<file path="config.mk">
export PLATFORM = sky130hd
export DESIGN_NAME = param_cc_transmitter_flat
export DESIGN_NICKNAME = d
export VERILOG_FILES = /design/src/rtl/param_cc_transmitter_if.sv /design/src/rtl/param_cc_transmitter.sv /design/src/flat_wrapper.sv
export SDC_FILE = /design/constraint.sdc
export NUM_CORES = 1
export LEC_CHECK = 0
export CAP_MARGIN = 10
export CORE_UTILIZATION = 45
export DETAILED_ROUTE_END_ITERATION = 8
export PLACE_DENSITY = 0.7
export SLEW_MARGIN = 30
export SYNTH_ARGS = -nofsm -noshare
export SYNTH_HDL_FRONTEND = slang
export SYNTH_SLANG_ARGS = --single-unit
</file>
<file path="constraint.sdc">
create_clock -name clk -period 3.3 [get_ports clk]
set_clock_uncertainty 0.2 [all_clocks]
set_input_delay 0.495 -clock clk [delete_from_list [all_inputs] [get_ports clk]]
set_output_delay 0.495 -clock clk [all_outputs]
set_load 0.1 [all_outputs]
</file>
<file path="src/rtl/param_cc_transmitter_if.sv">
`default_nettype none
// ============================================================================
// Module   : PARAMETER (package) / param_cc_transmitter_if (interface)
// Purpose  : Live synth parameter struct and the MIDI TX byte handshake bus.
// Revision : 1.0 - initial release
// ============================================================================

package PARAMETER;

    localparam int W_VOLUME          = 7;
    localparam int W_UNISON_DETUNE   = 7;
    localparam int W_ATTACK_TIME     = 8;
    localparam int W_DECAY_TIME      = 8;
    localparam int W_SUSTAIN_LEVEL   = 7;
    localparam int W_RELEASE_TIME    = 8;
    localparam int W_TEMPO           = 8;
    localparam int W_WAVE            = 2;
    localparam int W_DUTY_CYCLE      = 7;
    localparam int W_DISPATCHER_MODE = 2;
    localparam int W_ARP_MODE        = 3;
    localparam int W_ARP_RATE        = 4;
    localparam int W_ARP_RHYTHM      = 4;

    typedef struct packed {
        logic [W_VOLUME-1:0]          volume;
        logic [W_UNISON_DETUNE-1:0]   unison_detune;
        logic [W_ATTACK_TIME-1:0]     attack_time;
        logic [W_DECAY_TIME-1:0]      decay_time;
        logic [W_SUSTAIN_LEVEL-1:0]   sustain_level;
        logic [W_RELEASE_TIME-1:0]    release_time;
        logic [W_TEMPO-1:0]           tempo;
        logic [W_WAVE-1:0]            wave;
        logic [W_DUTY_CYCLE-1:0]      duty_cycle;
        logic [W_DISPATCHER_MODE-1:0] dispatcher_mode;
        logic [W_ARP_MODE-1:0]        arp_mode;
        logic [W_ARP_RATE-1:0]        arp_rate;
        logic [W_ARP_RHYTHM-1:0]      arp_rhythm;
    } parameter_t;

endpackage

interface param_cc_transmitter_if;

    logic [7:0] out_data;
    logic       out_valid;
    logic       out_ready;

    modport master (
        output out_data,
        output out_valid,
        input  out_ready
    );

    modport slave (
        input  out_data,
        input  out_valid,
        output out_ready
    );

endinterface

`default_nettype wire

</file>
<file path="src/rtl/param_cc_transmitter.sv">
`default_nettype none
// ============================================================================
// Module   : param_cc_transmitter
// Purpose  : Mirrors the live parameter struct out as 3-byte MIDI CC messages,
//            sending only fields that differ from the last value sent.
// Revision : 1.0 - initial release
// ============================================================================

module param_cc_transmitter #(
    parameter int CHANNEL = 0,
    parameter int CC_BASE = 20
) (
    input  wire logic                  clk,
    input  wire logic                  rst_n,
    input  wire PARAMETER::parameter_t params,
    input  wire logic                  dump_req,
    param_cc_transmitter_if.master     tx,
    output logic                       busy,
    output logic                       dump_done
);

    localparam int c_num_fields = 13;
    localparam int c_raw_w      = 8;

    localparam int c_width [c_num_fields] = '{
        PARAMETER::W_VOLUME,       PARAMETER::W_UNISON_DETUNE, PARAMETER::W_ATTACK_TIME,
        PARAMETER::W_DECAY_TIME,   PARAMETER::W_SUSTAIN_LEVEL, PARAMETER::W_RELEASE_TIME,
        PARAMETER::W_TEMPO,        PARAMETER::W_WAVE,          PARAMETER::W_DUTY_CYCLE,
        PARAMETER::W_DISPATCHER_MODE, PARAMETER::W_ARP_MODE,   PARAMETER::W_ARP_RATE,
        PARAMETER::W_ARP_RHYTHM
    };

    localparam logic [7:0] c_status  = {4'hB, 4'(CHANNEL)};
    localparam logic [7:0] c_cc_base = 8'(CC_BASE);
    localparam logic [3:0] c_last    = 4'(c_num_fields - 1);

    typedef enum logic [1:0] {
        S_SCAN   = 2'd0,
        S_STATUS = 2'd1,
        S_CTRL   = 2'd2,
        S_VALUE  = 2'd3
    } state_t;

    state_t r_state;
    state_t w_state_next;

    logic [c_raw_w-1:0]      w_raw    [c_num_fields];
    logic [6:0]              w_cc     [c_num_fields];
    logic [c_num_fields-1:0] w_dirty;
    logic [c_raw_w-1:0]      r_shadow [c_num_fields];
    logic [c_num_fields-1:0] r_force;
    logic [3:0]              r_ptr;
    logic [3:0]              r_idx;
    logic [6:0]              r_val;
    logic [c_raw_w-1:0]      r_raw;
    logic                    r_dump_pending;
    logic                    r_live;
    logic                    w_capture;
    logic                    w_commit;

    function automatic logic [3:0] f_next(input logic [3:0] i);
        return (i == c_last) ? 4'd0 : i + 4'd1;
    endfunction

    // Every field is held zero-extended to a common width so the shadow compare
    // covers the full field.
    always_comb begin
        w_raw[0]  = c_raw_w'(params.volume);
        w_raw[1]  = c_raw_w'(params.unison_detune);
        w_raw[2]  = c_raw_w'(params.attack_time);
        w_raw[3]  = c_raw_w'(params.decay_time);
        w_raw[4]  = c_raw_w'(params.sustain_level);
        w_raw[5]  = c_raw_w'(params.release_time);
        w_raw[6]  = c_raw_w'(params.tempo);
        w_raw[7]  = c_raw_w'(params.wave);
        w_raw[8]  = c_raw_w'(params.duty_cycle);
        w_raw[9]  = c_raw_w'(params.dispatcher_mode);
        w_raw[10] = c_raw_w'(params.arp_mode);
        w_raw[11] = c_raw_w'(params.arp_rate);
        w_raw[12] = c_raw_w'(params.arp_rhythm);
    end

    for (genvar gi = 0; gi < c_num_fields; gi++) begin : g_field
        if (c_width[gi] > 7) begin : g_sat
            assign w_cc[gi] = (w_raw[gi] > c_raw_w'(127)) ? 7'h7F : w_raw[gi][6:0];
        end else begin : g_pass
            assign w_cc[gi] = w_raw[gi][6:0];
        end
        assign w_dirty[gi] = (w_raw[gi] != r_shadow[gi]) | r_force[gi];
    end

    always_ff @(posedge clk or negedge rst_n) begin
        if (!rst_n) begin
            r_state <= S_SCAN;
        end else begin
            r_state <= w_state_next;
        end
    end

    always_comb begin
        w_state_next = r_state;
        tx.out_valid = 1'b0;
        tx.out_data  = 8'h00;
        w_capture    = 1'b0;
        w_commit     = 1'b0;
        case (r_state)
            S_SCAN: begin
                if (w_dirty[r_ptr]) begin
                    w_capture    = 1'b1;
                    w_state_next = S_STATUS;
                end
            end
            S_STATUS: begin
                tx.out_valid = 1'b1;
                tx.out_data  = c_status;
                if (tx.out_ready) begin
                    w_state_next = S_CTRL;
                end
            end
            S_CTRL: begin
                tx.out_valid = 1'b1;
                tx.out_data  = c_cc_base + {4'h0, r_idx};
                if (tx.out_ready) begin
                    w_state_next = S_VALUE;
                end
            end
            S_VALUE: begin
                tx.out_valid = 1'b1;
                tx.out_data  = {1'b0, r_val};
                if (tx.out_ready) begin
                    w_commit     = 1'b1;
                    w_state_next = S_SCAN;
                end
            end
            default: begin
                w_state_next = S_SCAN;
            end
        endcase
    end

    // Shadow takes the raw value captured at SCAN, not the live one, so a field
    // that moved mid-message stays dirty and is resent.
    always_ff @(posedge clk or negedge rst_n) begin
        if (!rst_n) begin
            for (int i = 0; i < c_num_fields; i++) begin
                r_shadow[i] <= '0;
            end
            r_force        <= '1;
            r_ptr          <= 4'd0;
            r_idx          <= 4'd0;
            r_val          <= 7'd0;
            r_raw          <= '0;
            r_dump_pending <= 1'b1;
            r_live         <= 1'b0;
        end else begin
            r_live <= 1'b1;

            if (w_capture) begin
                r_idx <= r_ptr;
                r_val <= w_cc[r_ptr];
                r_raw <= w_raw[r_ptr];
            end else if (r_state == S_SCAN) begin
                r_ptr <= f_next(r_ptr);
            end

            if (w_commit) begin
                r_shadow[r_idx] <= r_raw;
                r_ptr           <= f_next(r_idx);
            end

            if (dump_req) begin
                r_force <= '1;
            end else if (w_capture) begin
                r_force[r_ptr] <= 1'b0;
            end

            if (dump_req) begin
                r_dump_pending <= 1'b1;
            end else if (dump_done) begin
                r_dump_pending <= 1'b0;
            end
        end
    end

    assign dump_done = r_dump_pending & (r_force == '0) & (r_state == S_SCAN) & ~(|w_dirty);

    // Held low while in reset and for the first cycle out of it.
    assign busy = r_live & ((r_state != S_SCAN) | (|w_dirty));

endmodule

`default_nettype wire

</file>
<file path="src/flat_wrapper.sv">
// flat-port wrapper written by rule: the top's interface ports become plain ports
module param_cc_transmitter_flat 
#(
    parameter int CHANNEL = 0,
    parameter int CC_BASE = 20
)
  (clk, rst_n, params, dump_req, busy, dump_done, tx_out_data, tx_out_valid, tx_out_ready);
  param_cc_transmitter_if tx_i ();
  input  wire logic clk;
  input  wire logic rst_n;
  input  wire PARAMETER::parameter_t params;
  input  wire logic dump_req;
  output logic busy;
  output logic dump_done;
  output wire logic [$bits(tx_i.out_data)-1:0] tx_out_data;
  output wire logic [$bits(tx_i.out_valid)-1:0] tx_out_valid;
  input wire logic [$bits(tx_i.out_ready)-1:0] tx_out_ready;
  assign tx_out_data = tx_i.out_data;
  assign tx_out_valid = tx_i.out_valid;
  assign tx_i.out_ready = tx_out_ready;
  param_cc_transmitter #(.CHANNEL(CHANNEL), .CC_BASE(CC_BASE)) u_core (.clk(clk), .rst_n(rst_n), .params(params), .dump_req(dump_req), .tx(tx_i), .busy(busy), .dump_done(dump_done));
endmodule
</file>
==> results of run 1 <==
worst paths after layout:
path                                                   endpoint  cells after the start                       startpoint
worst min register to register  u_core.r_shadow[44]$_DFFE_PN0P_                      2  u_core.r_shadow[44]$_DFFE_PN0P_
worst max-delay path                                       busy                      9                       params[57]
max in group asynchronous         u_core.r_force[5]$_DFFE_PN1P_                      3                            rst_n
worst max register to register    u_core.r_state[1]$_DFFE_PN0P_                      7      u_core.r_ptr[1]$_DFFE_PN0P_
min in group asynchronous       u_core.r_shadow[24]$_DFFE_PN0P_                      2                            rst_n
worst min-delay path            u_core.r_shadow[44]$_DFFE_PN0P_                      2  u_core.r_shadow[44]$_DFFE_PN0P_
state kept, by name, indices dropped and copies added, names as in the netlist:
name,cells
u_core.r_idx,4
u_core.r_force,13
u_core.r_shadow,104
u_core.r_state,2
u_core.r_raw,8
u_core.r_ptr,4
u_core.r_dump_pending,1
u_core.r_live,1
u_core.r_val,7
timing repair:
action / 4_1_cts / 5_1_grt
setup buffers: 7 / 0
gates resized for setup: 22 / 6
hold buffers: 1 / 0
cloned: 0 / 0
hold endpoints to repair: 52 / 0
pin swaps: 11 / 2
setup endpoints to repair: 2 / 2
cell type report:
cell class | count | area (sq um) | share of cell area, %
Sequential cell | 144 | 3620 | 35.3
Clock inverter | 12 | 156 | 1.52
Inverter | 20 | 75.1 | 0.731
Multi-Input combinational cell | 581 | 4150 | 40.4
Clock buffer | 20 | 457 | 4.45
Timing Repair Buffer | 173 | 1520 | 14.8
Tap cell | 225 | 282 | 2.74
critical path, cell delays in order:
cell and delay [ns]:
sky130_fd_sc_hd__clkdlybuf4s50_1 0.43, sky130_fd_sc_hd__xor2_1 0.18, sky130_fd_sc_hd__nor4_2 0.38, sky130_fd_sc_hd__buf_4 0.19, sky130_fd_sc_hd__nand4_1 0.10, sky130_fd_sc_hd__or3_4 0.35, sky130_fd_sc_hd__or4_4 0.48, sky130_fd_sc_hd__and2_4 0.17
sky130_fd_sc_hd__buf_12 0.16
power by group:
| group | switching, W | internal (W) |
|---|---|---|
| sequential | 0.000609 | 0.00232 |
| clock | 0.000769 | 0.00123 |
| combinational | 0.00256 | 0.00157 |
routing by layer:
| metal | global-route usage [%] | share of wire (%) | up-vias |
|---|---|---|---|
| met5 | 0 | 0 | - |
| met4 | 13.5 | 4.6 | 0 |
| met3 | 5.41 | 7.0 | 70 |
| met2 | 44.6 | 48 | 268 |
| met1 | 35.9 | 41 | 3274 |
| li1 | - | - | 3097 |
synth_stat cells (18+ instances only):
cell,number,area (sq um)
sky130_fd_sc_hd__dfrtp_1,130,3250
sky130_fd_sc_hd__nand2b_1,18,113
sky130_fd_sc_hd__o21ai_0,81,405
sky130_fd_sc_hd__xor2_1,28,245
sky130_fd_sc_hd__mux2i_1,20,200
sky130_fd_sc_hd__clkbuf_1,26,97.6
sky130_fd_sc_hd__mux2_2,42,473
sky130_fd_sc_hd__nor2_1,25,93.8
sky130_fd_sc_hd__a21oi_1,29,145
sky130_fd_sc_hd__nand2_1,119,447
sky130_fd_sc_hd__xnor2_1,49,429
sky130_fd_sc_hd__inv_1,19,71.3
cells by family after synthesis:
family / Yosys count
flip-flops: 144
XOR/XNOR: 77
AND/OR/NAND/NOR: 236
multiplexers: 80
AO/OA/AOI/OAI: 171
other: 1
adder cells (fa/ha/maj): 16
buffers and inverters: 58
metrics by stage:
step                      std cells  utilization [%]
after floorplan                 783                -
after global placement         1135             55.3
after detailed placement       1135             55.3
after CTS                      1175             59.4
after global routing           1175             59.6
final                          1175             59.6
==> impl_metrics.tcl, run 1 <==
set metrics [dict create \
    gp_congestion 0.916 \
    post-route-cell-area_sq_um 10300 \
    synth_edf_count 0 \
    rows 48 \
    worstMarginPinSlew_ns 0.761 \
    cts_buffer_depth 2 \
    min_period_ns 3.64 \
    outcome "finished with violations" \
    detail-route-antenna-nets 0 \
    post_route_cells_drive_above_1_share_pct 22.7 \
    synth.yosys.warnings 0 \
    core-area_sq_um 17200 \
    worst_setup_path_end_kind "primary output" \
    worstHoldPathType "reg -> reg" \
    antenna_found_initial 0 \
    compound_gate_fraction_of_synth_area_pct 13.5 \
    netlist_area_sq_um 7920 \
    synthArstFlopShare_pct 100 \
    die-area_sq_um 18100 \
    synth_cell_types 63 \
    syn_area_per_cell_sq_um 10.1 \
    dp_worst_setup_slack_ns -0.646 \
    clk_pin_slew_ns 0.06 \
    die_height_um 135 \
    final_critical_path_setup_slack_ns -0.336 \
    timing.hold.ws_ns 0.283 \
    grt_remaining_overflow 0 \
    largest_family_of_logic_cells_by_synthesized_area "simple AND/OR/NAND/NOR gates" \
    cts_sinks 144 \
    rsz0062_at_grt "true" \
    failed_checks "negative setup slack" \
    synth_cells 783 \
    fmax_ghz 0.275 \
    tot_pwr_w 0.00906 \
    synth_seq_area_share_pct 45.7 \
    global_route.usage.total_pct 27.7 \
    cap_violations 0 \
    detail_route.iter0.violations 596 \
    slew-limit-headroom_pct 49.3 \
    ir_worst_vdd_uv 528 \
    clk_latency_ns 0.43 \
    dieWidth_um 135 \
    layout.nets 1032 \
    drt-wirelength-per-cell_um 20.2 \
    io_buffers 89 \
    design.portCount 90 \
    report.final.hold_viol_count 0 \
    syn_to_final_growth_pct 29.6 \
    place_area_sq_um 9530 \
    number_of_synthesized_register_bits 144 \
    number_of_buffers_created_by_cts 17 \
    via_count_of_the_first_global_routing_pass 6677 \
    layout_worst_path_cycle_share_pct 110 \
    most_instantiated_flip_flop_cell_in_the_synthesis_netlist "sky130_fd_sc_hd__dfrtp_1" \
    antenna_cells_inserted 0 \
    cp.arrival_ns 2.94 \
    maximum_number_of_pins_on_one_net_before_global_route_repair 64 \
    grt_first_pass_wirelength_um 37100 \
    clockRootBuffer "sky130_fd_sc_hd__clkbuf_16" \
    net_count_after_synthesis 878 \
    report.final.setup_viol 2 \
    post_synth_mux_area_share_pct 12.3 \
    finalMaxSlewViolations 0 \
    layout_commonest_cell "sky130_fd_sc_hd__dfrtp_1" \
    tritoncts "built" \
    synth_adder_area_share_pct 2.53 \
    postRouteWirelength_um 23800 \
    cp.required_ns 2.60 \
    setup.reg_to_reg.worst_slack_ns 0.45 \
    worstSetupStartpointType "primary input" \
    initial_utilization_pct 46.0 \
    route.vias.total 6709 \
    num-fill-cells 1457 \
    remaining_drc_errors 0 \
    htree_levels 4 \
    mostFrequentLayoutCells "sky130_fd_sc_hd__dfrtp_1, sky130_fd_sc_hd__nand2_1, sky130_fd_sc_hd__buf_4" \
    hpwl_um 17000 \
    worstPathMaxFanout 3 \
    synth_simple_gate_area_share_pct 14.4 \
    synth_xor_area_share_pct 8.51 \
    cellLeakagePower_nw 4.52 \
    drt-vias-per-instance 5.71 \
    powerDensity_nw_per_um2 883 \
    criticalPathCategory "in -> out" \
    timing.setup.tns_ns -0.665 \
    dr.pass1.iters 5 \
]
Power figures use the tool's default switching activity.
==> inputs of run 2 (changes only) <==
GPL_TIMING_DRIVEN = 0   (was not set)
SLEW_MARGIN = 20   (was 30)
==> impl_metrics.tcl, run 2 (synthesized netlist as in run 1, its figures left out) <==
set metrics [dict create \
    post_route_cells_drive_above_1_share_pct 17.5 \
    layout_worst_path_cycle_share_pct 112 \
    setup.reg_to_reg.worst_slack_ns 0.15 \
    setup.worst_path.start "params[53]" \
    syn_to_final_growth_pct 27.0 \
    largest_register_ffs 104 \
    ff_latch_area_sq_um 3620 \
    die-area_sq_um 18100 \
    cts_buffer_depth 2 \
    worstPathMaxFanout 3 \
    via_count_of_the_first_global_routing_pass 6692 \
    core-area_sq_um 17200 \
    hold_path_startpoint "u_core.r_val[6]$_DFFE_PN0P_" \
    detail-route-antenna-nets 0 \
    min_period_ns 3.71 \
    tritoncts "built" \
    mostFrequentLayoutCells "sky130_fd_sc_hd__dfrtp_1, sky130_fd_sc_hd__nand2_1, sky130_fd_sc_hd__o21ai_0" \
    dp_worst_setup_slack_ns -1.51 \
    clk_pin_slew_ns 0.06 \
    dr.pass1.iters 5 \
    final_critical_path_setup_slack_ns -0.406 \
    maximum_number_of_pins_on_one_net_before_global_route_repair 91 \
    cts_sinks 144 \
    multiInputGateArea_sq_um 4180 \
    drt-wirelength-per-cell_um 21.2 \
    cellLeakagePower_nw 4.32 \
    timing.hold.worst_path_depth 1 \
    initial_utilization_pct 46.0 \
    remaining_drc_errors 0 \
    dpl.cell_count 1095 \
    rsz0062_at_grt "true" \
    detail_route.iter0.violations 697 \
    htree_levels 4 \
    cp.required_ns 2.60 \
    num-fill-cells 1481 \
    rows 48 \
    grt_remaining_overflow 0 \
    hpwl_um 17500 \
    global_route.usage.total_pct 28.3 \
    finalMaxSlewViolations 0 \
    layout.nets 1006 \
    clk_latency_ns 0.43 \
    grt_first_pass_wirelength_um 37900 \
    worst_setup_path_end_kind "primary output" \
    layout_top_registers "u_core.r_shadow (104), u_core.r_force (13), u_core.r_raw (8)" \
    largest-register "u_core.r_shadow" \
    worstMarginPinSlew_ns 0.959 \
    regToRegStartpoint "u_core.r_shadow[89]$_DFFE_PN0P_" \
    antenna_cells_inserted 0 \
    worstHoldPathType "reg -> reg" \
    route.vias.total 6713 \
    cap_violations 0 \
    fmax_ghz 0.270 \
    design.portCount 90 \
    critical_path.reg2reg.endpoint "u_core.r_raw[1]$_DFFE_PN0P_" \
    stdcell_count 1149 \
    criticalPathCategory "in -> out" \
    failed_checks "negative setup slack" \
    hold_path_end "u_core.r_val[6]$_DFFE_PN0P_" \
    worstSetupStartpointType "primary input" \
    r2r.worst_path.cells 14 \
    die_height_um 135 \
    outcome "finished with violations" \
    gp_congestion 0.929 \
    drt-vias-per-instance 5.84 \
    layout_commonest_cell "sky130_fd_sc_hd__dfrtp_1" \
    powerDensity_nw_per_um2 919 \
    dieWidth_um 135 \
    io_buffers 86 \
    report.final.setup_viol 2 \
    ir_worst_vdd_uv 513 \
    postRouteWirelength_um 24300 \
    clockRootBuffer "sky130_fd_sc_hd__clkbuf_16" \
    slew-limit-headroom_pct 35.9 \
    report.final.hold_viol_count 0 \
    cp.arrival_ns 3.01 \
    antenna_found_initial 0 \
    number_of_buffers_created_by_cts 17 \
]
[run 2: cell count changes in the layout (fill, tap and decap cells not counted), sizes merged]
cell           change
buf               -60
clkinvlp           +3
clkbuf            +30
bufinv             +1
nor2               +1
clkdlybuf4s15      +5
dlymetal6s2s       +4
clkinv             -5
dlygate4sd2        -5
[run 2: timing repair]
item                                    CTS  global route
pin swaps                                11             9
hold endpoints to repair                 40             0
endpoints found under the setup margin    9            42
gates cloned                              0             2
buffers inserted                         24             4
hold buffers                              1             0
resized for setup                        56            14
[run 2: how the worst max path moves through the flow]
stage                                       to  slack [ns]  cells past startpoint
2_1_floorplan                        dump_done       -0.02                      6
3_3_place_gp   u_core.r_shadow[71]$_DFFE_PN0P_       -4.33                      1
3_5_place_dp                         dump_done       -1.51                      8
4_1_cts                                   busy       -0.46                      7
5_1_grt                                   busy       -0.49                      7
6_report                                  busy       -0.41                      8
[run 2: power by group]
part	internal (W)	total [W]	switching, W	leakage (nW)
Sequential	0.00232	0.00283	0.000507	1.86
Clock	0.00133	0.00211	0.000780	0.303
Combinational	0.00157	0.00430	0.00273	2.15
Total	0.00523	0.00924	0.00402	4.32
[run 2: metal layers]
layer / global-route usage, % / routed length [um]
met5: 0 / 0
met2: 44.2 / 11400
met1: 37.2 / 10300
met3: 6.31 / 1690
met4: 14.1 / 951
[run 2: per-stage QoR]
stage | utilization, % | power [W] | setup TNS, ns | instance area (sq um) | hold WS [ns]
after floorplan | - | 0.00551 | -0.0243 | 7930 | -0.000591
after global placement | 52.6 | 0.00676 | -600.91 | 9070 | 0.263
after detailed placement | 52.9 | 0.00684 | -5.63 | 9110 | 0.242
after CTS | 58.2 | 0.00909 | -10.19 | 10000 | 0.280
after global routing | 58.4 | 0.00968 | -0.955 | 10100 | 0.291
final | 58.4 | 0.00924 | -0.787 | 10100 | 0.277
[run 2: critical path, cell delays in order]
cell	delay, ns
sky130_fd_sc_hd__clkdlybuf4s50_1	0.48
sky130_fd_sc_hd__xor2_1	0.20
sky130_fd_sc_hd__nor4_2	0.42
sky130_fd_sc_hd__nand4_1	0.16
sky130_fd_sc_hd__or3_4	0.37
sky130_fd_sc_hd__or4_4	0.55
sky130_fd_sc_hd__and2_4	0.18
sky130_fd_sc_hd__buf_12	0.16
[run 2: layout make-up]
class	count	share of cell area, %
buffer	38	1.65
clock buffer	21	4.67
clock inverter	11	1.75
inverter	20	0.746
multi-input combinational	582	41.6
sequential	144	36.0
tap	225	2.80
timing repair buffer	108	10.8
